<file path="src/rtl/pkg_tpu.sv">
// Shared TPU types for the load/store path: data/address words and the
// strided address generator's sequencer states.
package pkg_tpu;

   localparam int WIDTH_DATA = 32;
   localparam int WIDTH_ADDR = 32;

   typedef logic [WIDTH_DATA-1:0] data_t;
   typedef logic [WIDTH_ADDR-1:0] address_t;

   typedef enum logic [1:0] {
      AGU_IDLE  = 2'd0,
      AGU_ISSUE = 2'd1,
      AGU_DRAIN = 2'd2,
      AGU_DONE  = 2'd3
   } agu_state_t;

endpackage

</file>
<file path="src/rtl/RingBuff.sv">
// Generic FIFO ring buffer with a combinational head; pushes into a full
// buffer and pops from an empty one are ignored.
module RingBuff #(
   parameter int  NUM_ENTRY   = 8,
   parameter type TYPE        = logic [31:0],
   parameter int  WIDTH_ENTRY = (NUM_ENTRY > 1) ? $clog2(NUM_ENTRY) : 1
)(
   input  logic clock,
   input  logic reset,
   input  logic I_We,
   input  logic I_Re,
   input  TYPE  I_Data,
   output TYPE  O_Data,
   output logic O_Empty
);

   localparam logic [WIDTH_ENTRY-1:0] PTR_LAST = WIDTH_ENTRY'(NUM_ENTRY - 1);
   localparam logic [WIDTH_ENTRY-1:0] PTR_ONE  = WIDTH_ENTRY'(1);
   localparam logic [WIDTH_ENTRY-1:0] PTR_ZERO = WIDTH_ENTRY'(0);
   localparam logic [WIDTH_ENTRY:0]   CNT_FULL = (WIDTH_ENTRY + 1)'(NUM_ENTRY);
   localparam logic [WIDTH_ENTRY:0]   CNT_ONE  = (WIDTH_ENTRY + 1)'(1);
   localparam logic [WIDTH_ENTRY:0]   CNT_ZERO = (WIDTH_ENTRY + 1)'(0);

   TYPE                    buff_r [NUM_ENTRY];
   logic [WIDTH_ENTRY-1:0] wr_ptr_r;
   logic [WIDTH_ENTRY-1:0] rd_ptr_r;
   logic [WIDTH_ENTRY:0]   count_r;
   logic                   we_s;
   logic                   re_s;

   assign we_s    = I_We & (count_r != CNT_FULL);
   assign re_s    = I_Re & (count_r != CNT_ZERO);
   assign O_Empty = (count_r == CNT_ZERO);
   assign O_Data  = buff_r[rd_ptr_r];

   // Entry storage; contents are don't-care until written.
   always_ff @(posedge clock) begin
      if (we_s) begin
         buff_r[wr_ptr_r] <= I_Data;
      end
   end

   // Pointers and occupancy.
   always_ff @(posedge clock) begin
      if (reset) begin
         wr_ptr_r <= PTR_ZERO;
         rd_ptr_r <= PTR_ZERO;
         count_r  <= CNT_ZERO;
      end else begin
         if (we_s) begin
            wr_ptr_r <= (wr_ptr_r == PTR_LAST) ? PTR_ZERO : wr_ptr_r + PTR_ONE;
         end
         if (re_s) begin
            rd_ptr_r <= (rd_ptr_r == PTR_LAST) ? PTR_ZERO : rd_ptr_r + PTR_ONE;
         end
         case ({we_s, re_s})
            2'b10:   count_r <= count_r + CNT_ONE;
            2'b01:   count_r <= count_r - CNT_ONE;
            default: count_r <= count_r;
         endcase
      end
   end

endmodule

</file>
<file path="src/rtl/ldst_addr_gen.sv">
// Strided address generator: walks base, base+stride, ... for one access,
// issues one memory request per element and returns load data in order.
module ldst_addr_gen
   import pkg_tpu::*;
#(
   parameter int DEPTH_RET = 8,
   parameter int WIDTH_RET = $clog2(DEPTH_RET)
)(
   input  logic     clock,
   input  logic     reset,
   input  logic     I_Stall,
   input  logic     I_Req,
   input  logic     I_St,
   input  address_t I_Length,
   input  address_t I_Stride,
   input  address_t I_Base,
   output logic     O_Ready,
   input  data_t    I_St_Data,
   output logic     O_St_Re,
   output logic     O_Mem_Req,
   output logic     O_Mem_We,
   output address_t O_Mem_Addr,
   output data_t    O_Mem_Data,
   input  logic     I_Mem_Ack,
   input  logic     I_Mem_Valid,
   input  data_t    I_Mem_Data,
   output logic     O_Valid,
   output data_t    O_Data,
   output logic     O_Term
);

   localparam logic [WIDTH_RET:0] CREDIT_FULL = (WIDTH_RET + 1)'(DEPTH_RET);
   localparam logic [WIDTH_RET:0] CREDIT_ONE  = (WIDTH_RET + 1)'(1);
   localparam logic [WIDTH_RET:0] CREDIT_ZERO = (WIDTH_RET + 1)'(0);
   localparam address_t           ADDR_ONE    = address_t'(1);
   localparam address_t           ADDR_ZERO   = address_t'(0);
   localparam data_t              DATA_ZERO   = data_t'(0);

   agu_state_t         state_r;
   address_t           addr_r;
   address_t           stride_r;
   address_t           rem_r;
   logic               st_r;
   logic               ready_r;
   logic [WIDTH_RET:0] credit_r;

   logic  issue_s;
   logic  fire_s;
   logic  ld_fire_s;
   logic  push_s;
   logic  pop_s;
   logic  empty_s;
   data_t head_s;

   // A load may only issue while a return slot is guaranteed free.
   assign issue_s   = (state_r == AGU_ISSUE) & ~I_Stall & (rem_r != ADDR_ZERO) &
                      (st_r | (credit_r != CREDIT_ZERO));
   assign fire_s    = issue_s & I_Mem_Ack;
   assign ld_fire_s = fire_s & ~st_r;
   assign push_s    = I_Mem_Valid & (state_r != AGU_IDLE);
   assign pop_s     = ~I_Stall & ~empty_s;

   assign O_Ready    = ready_r;
   assign O_Mem_Req  = issue_s;
   assign O_Mem_We   = issue_s & st_r;
   assign O_Mem_Addr = addr_r;
   assign O_Mem_Data = (issue_s & st_r) ? I_St_Data : DATA_ZERO;
   assign O_St_Re    = fire_s & st_r;
   assign O_Valid    = pop_s;
   assign O_Data     = pop_s ? head_s : DATA_ZERO;
   assign O_Term     = (state_r == AGU_DONE) & ~I_Stall;

   // Sequencer, element address/remaining counters, return credit and ready flag.
   always_ff @(posedge clock) begin
      if (reset) begin
         state_r  <= AGU_IDLE;
         addr_r   <= ADDR_ZERO;
         stride_r <= ADDR_ZERO;
         rem_r    <= ADDR_ZERO;
         st_r     <= 1'b0;
         ready_r  <= 1'b0;
         credit_r <= CREDIT_FULL;
      end else begin
         case ({ld_fire_s, pop_s})
            2'b10:   credit_r <= credit_r - CREDIT_ONE;
            2'b01:   credit_r <= credit_r + CREDIT_ONE;
            default: credit_r <= credit_r;
         endcase
         if (fire_s) begin
            addr_r <= addr_r + stride_r;
            rem_r  <= rem_r - ADDR_ONE;
         end
         case (state_r)
            AGU_IDLE: begin
               if (ready_r && I_Req && !I_Stall) begin
                  addr_r   <= I_Base;
                  stride_r <= I_Stride;
                  rem_r    <= I_Length;
                  st_r     <= I_St;
                  ready_r  <= 1'b0;
                  state_r  <= (I_Length == ADDR_ZERO) ? AGU_DONE : AGU_ISSUE;
               end else begin
                  ready_r  <= 1'b1;
               end
            end
            AGU_ISSUE: begin
               if (fire_s && (rem_r == ADDR_ONE)) begin
                  state_r <= AGU_DRAIN;
               end
            end
            AGU_DRAIN: begin
               if (!I_Stall && (st_r || (credit_r == CREDIT_FULL))) begin
                  state_r <= AGU_DONE;
               end
            end
            AGU_DONE: begin
               if (!I_Stall) begin
                  state_r <= AGU_IDLE;
                  ready_r <= 1'b1;
               end
            end
            default: begin
               state_r <= AGU_IDLE;
               ready_r <= 1'b0;
            end
         endcase
      end
   end

   RingBuff #(
      .NUM_ENTRY (DEPTH_RET),
      .TYPE      (data_t)
   ) u_ret_buff (
      .clock   (clock),
      .reset   (reset),
      .I_We    (push_s),
      .I_Re    (pop_s),
      .I_Data  (I_Mem_Data),
      .O_Data  (head_s),
      .O_Empty (empty_s)
   );

endmodule
</file>
<file path="config.mk">
export PLATFORM = sky130hd
export DESIGN_NAME = ldst_addr_gen
export DESIGN_NICKNAME = d
export VERILOG_FILES = /design/src/rtl/pkg_tpu.sv /design/src/rtl/RingBuff.sv /design/src/rtl/ldst_addr_gen.sv
export SDC_FILE = /design/constraint.sdc
export NUM_CORES = 1
export LEC_CHECK = 0
export ABC_CLOCK_PERIOD_IN_PS = 5800
export CORE_MARGIN = 2
export CORE_UTILIZATION = 55
export DETAILED_ROUTE_END_ITERATION = 12
export DONT_BUFFER_PORTS = 1
export HOLD_SLACK_MARGIN = 0.1
export PLACE_DENSITY = 0.7
export SLEW_MARGIN = 30
export SYNTH_ARGS = -nofsm -noshare
export SYNTH_HDL_FRONTEND = slang
export SYNTH_SLANG_ARGS = --single-unit
</file>
<file path="constraint.sdc">
create_clock -name clock -period 5.8 [get_ports clock]
set_clock_uncertainty 0.2 [all_clocks]
set_input_delay 1.45 -clock clock [delete_from_list [all_inputs] [get_ports clock]]
set_output_delay 1.45 -clock clock [all_outputs]
set_load 0.05 [all_outputs]
</file>
==> out/qor.yml <==
switching_share: 0.330
antenna_found_initial: 0
finalHoldViolations: 0
ys_ff_latch: 373
fin_cells: 1726
max_slew_margin: 0.321
vdd_drop_max_mv: 0.360
p_seq_frac: 0.439
io_buffers: 0
ys_seq_area_frac: 0.597
grt_pass1_wl_um: 54800
worstSkewPairLatency_ps: 540
dp_hpwl_um: 22800
synth_top_family_by_area: "simple AND/OR/NAND/NOR gates"
placed_cell_area_sq_um: 17200
finalSetupViolCount: 0
synthAdderAreaFrac: 0.0386
p_per_area_nw_per_um2: 422
crit_required_ps: 4150
hp-class: "reg2reg"
total_power_mw: 7.81
layout.nets: 1524
synth_edf_count: 256
r2r_slack_ps: 1650
core-area_sq_um: 29900
pre_cts_ws_ps: 1250
grt_overflow: 0
fill_cells: 2341
initial_core_util: 0.562
dieArea_sq_um: 31900
syn_area_sq_um: 16800
drive_above_1_share: 0.131
postSynthCellCount: 1313
syn_avg_cell_area_sq_um: 12.8
combPwrFrac: 0.250
num_antenna_cells: 0
clkSinkCount: 373
yosys-top-cells-area: "edfxtp_1, dfxtp_1, mux4_2"
utilization: 0.620
drt_wl_total_um: 36200
max_freq_mhz: 216
synth-xor-area-share: 0.0318
dr.pass1.iters: 5
maxSlewViolCount: 0
gr-usage-all-layers: 0.223
whs_path_depth: 2
synth.area.mux_share: 0.106
maxCapViolations: 0
yosys.area.top_type: "edfxtp_1"
ys.flop_type: "edfxtp_1"
dp.cells: 1654
grt_start_max_net_pins: 104
cts_hold_buf: 0
status: "completed"
leakage_nw: 6.16
rows: 63
hold_ws_ps: 252
async_flop_share: 0
min_period_over_period: 0.799
cts_tree: "built"
clkSlewWorstSetupHoldPaths_ps: 60
period_needed_ps: 4630
setup_tns_ps: 0
cts_resized: 0
synth_warnings: 0
vias: 10400
fin_ws_ps: 1170
syn_nets: 1530
cts.path.max_buffers: 3
worst_slew_pin_slew_ps: 1010
routabilityCongestion: 0.840
vias_per_cell: 6.01
crit_arrival_ps: 2980
cp-end-kind: "output port"
p_switching_mw: 2.57
intPower_mw: 5.23
cts_inserted_buffers: 40
crit_path_max_fanout: 34
final_area_sq_um: 18500
root_buffer: "clkbuf_16"
regArea_sq_um: 10000
synth_compound_area_frac: 0.0900
drtIter0Drc: 666
drc: 0
clkPwrFrac: 0.311
yosys-top-cells-count: "edfxtp_1, nand2_1, dfxtp_1, nor2_1, a21oi_1"
yosys.cell_types.count: 60
multi_input_area_sq_um: 6460
crit_type: "reg2out"
htreeDepth: 2
wl_per_cell_um: 21.0
syn2layout_area_growth_pct: 10.2
ant_nets: 0
synth-simple-area-share: 0.115
top_level_ports: 269
grt_pass1_vias: 10100
postCtsSetupRepairBufs: 0
die_h_um: 179
die_w_um: 179
reg2regPathDepth: 11
yosysMostFrequentCell: "edfxtp_1"
synth.top_cell.area_share: 0.458
cp-start-kind: "flop"
rsz0062_at_grt: "false"
[state kept, by name (all words and copies together) (netlist names), named ones only]
name                 flops
u_ret_buff.buff_r      256
O_Mem_Addr              32
rem_r                   32
stride_r                32
credit_r                 4
u_ret_buff.count_r       4
u_ret_buff.rd_ptr_r      3
u_ret_buff.wr_ptr_r      3
state_r                  2
O_Ready                  1
st_r                     1
[layout make-up]
cell class	count	share of cell area
flip-flops and latches	373	0.542
multi-input cells	850	0.349
clock buffers	53	0.0578
well taps	390	0.0264
clock inverters	18	0.0104
repair buffers	20	0.00946
inverters	22	0.00446
[kinds of logic (layout without fill, tap and decap cells)]
kind of cell    Yosys count  in the layout
flops                   373            373
mux                      97             97
simple gates            396            396
fa+ha+maj                50             50
buf+inv                  90            113
compound gates          246            246
xor+xnor                 61             61
[critical path, stage by stage (launching register included)]
cell and delay (ps):
dfxtp_1 350, or4_4 580, nor4_4 260, nand4b_2 260, o211ai_2 350, nor2_2 240
and2_1 400
[layout by cell type, fill, tap and decap left out, types with 7 or more instances in the layout]
cell type	Yosys	final
a211oi_1	11	11
a21o_1	16	16
a21oi_1	101	101
a311oi_1	21	21
a31oi_1	7	7
and2_1	35	35
buf_4	4	18
clkbuf_1	49	11
clkbuf_16	0	40
dfxtp_1	117	114
edfxtp_1	256	256
ha_1	47	47
inv_1	22	21
mux2i_1	33	33
mux4_2	64	64
nand2_1	150	150
nand3_1	15	15
nor2_1	109	106
nor3_1	22	19
nor4_1	12	12
o211ai_1	8	8
o21ai_0	52	52
o21bai_1	8	8
or3_1	10	9
xnor2_1	41	41
xor2_1	20	20
[path summary, 6_finish.rpt]
check	startpoint	end
max	rem_r[2]	O_Mem_Data[20]
min	stride_r[13]	stride_r[13]
max reg2reg	O_Mem_Addr[4]	O_Mem_Addr[30]
min reg2reg	stride_r[13]	stride_r[13]
[power groups by stage]
| stage | logic (mW) | registers, mW | clock network [mW] |
|---|---|---|---|
| after global routing | 2.13 | 3.47 | 2.59 |
| after CTS | 1.97 | 3.44 | 2.48 |
| after global placement | 1.93 | 3.48 | 0 |
| final | 1.95 | 3.43 | 2.43 |
| after floorplan | 1.70 | 3.37 | 0 |
| after detailed placement | 1.96 | 3.49 | 0 |
[routing by layer]
metal | vias to the layer above | track usage | share of wire
li1 | 4896 | - | -
met2 | 298 | 0.374 | 0.48
met1 | 5121 | 0.293 | 0.43
met5 | - | 0 | 0
met4 | 0 | 0.0606 | 0.016
met3 | 53 | 0.0536 | 0.075
Power figures use the tool's default switching activity.
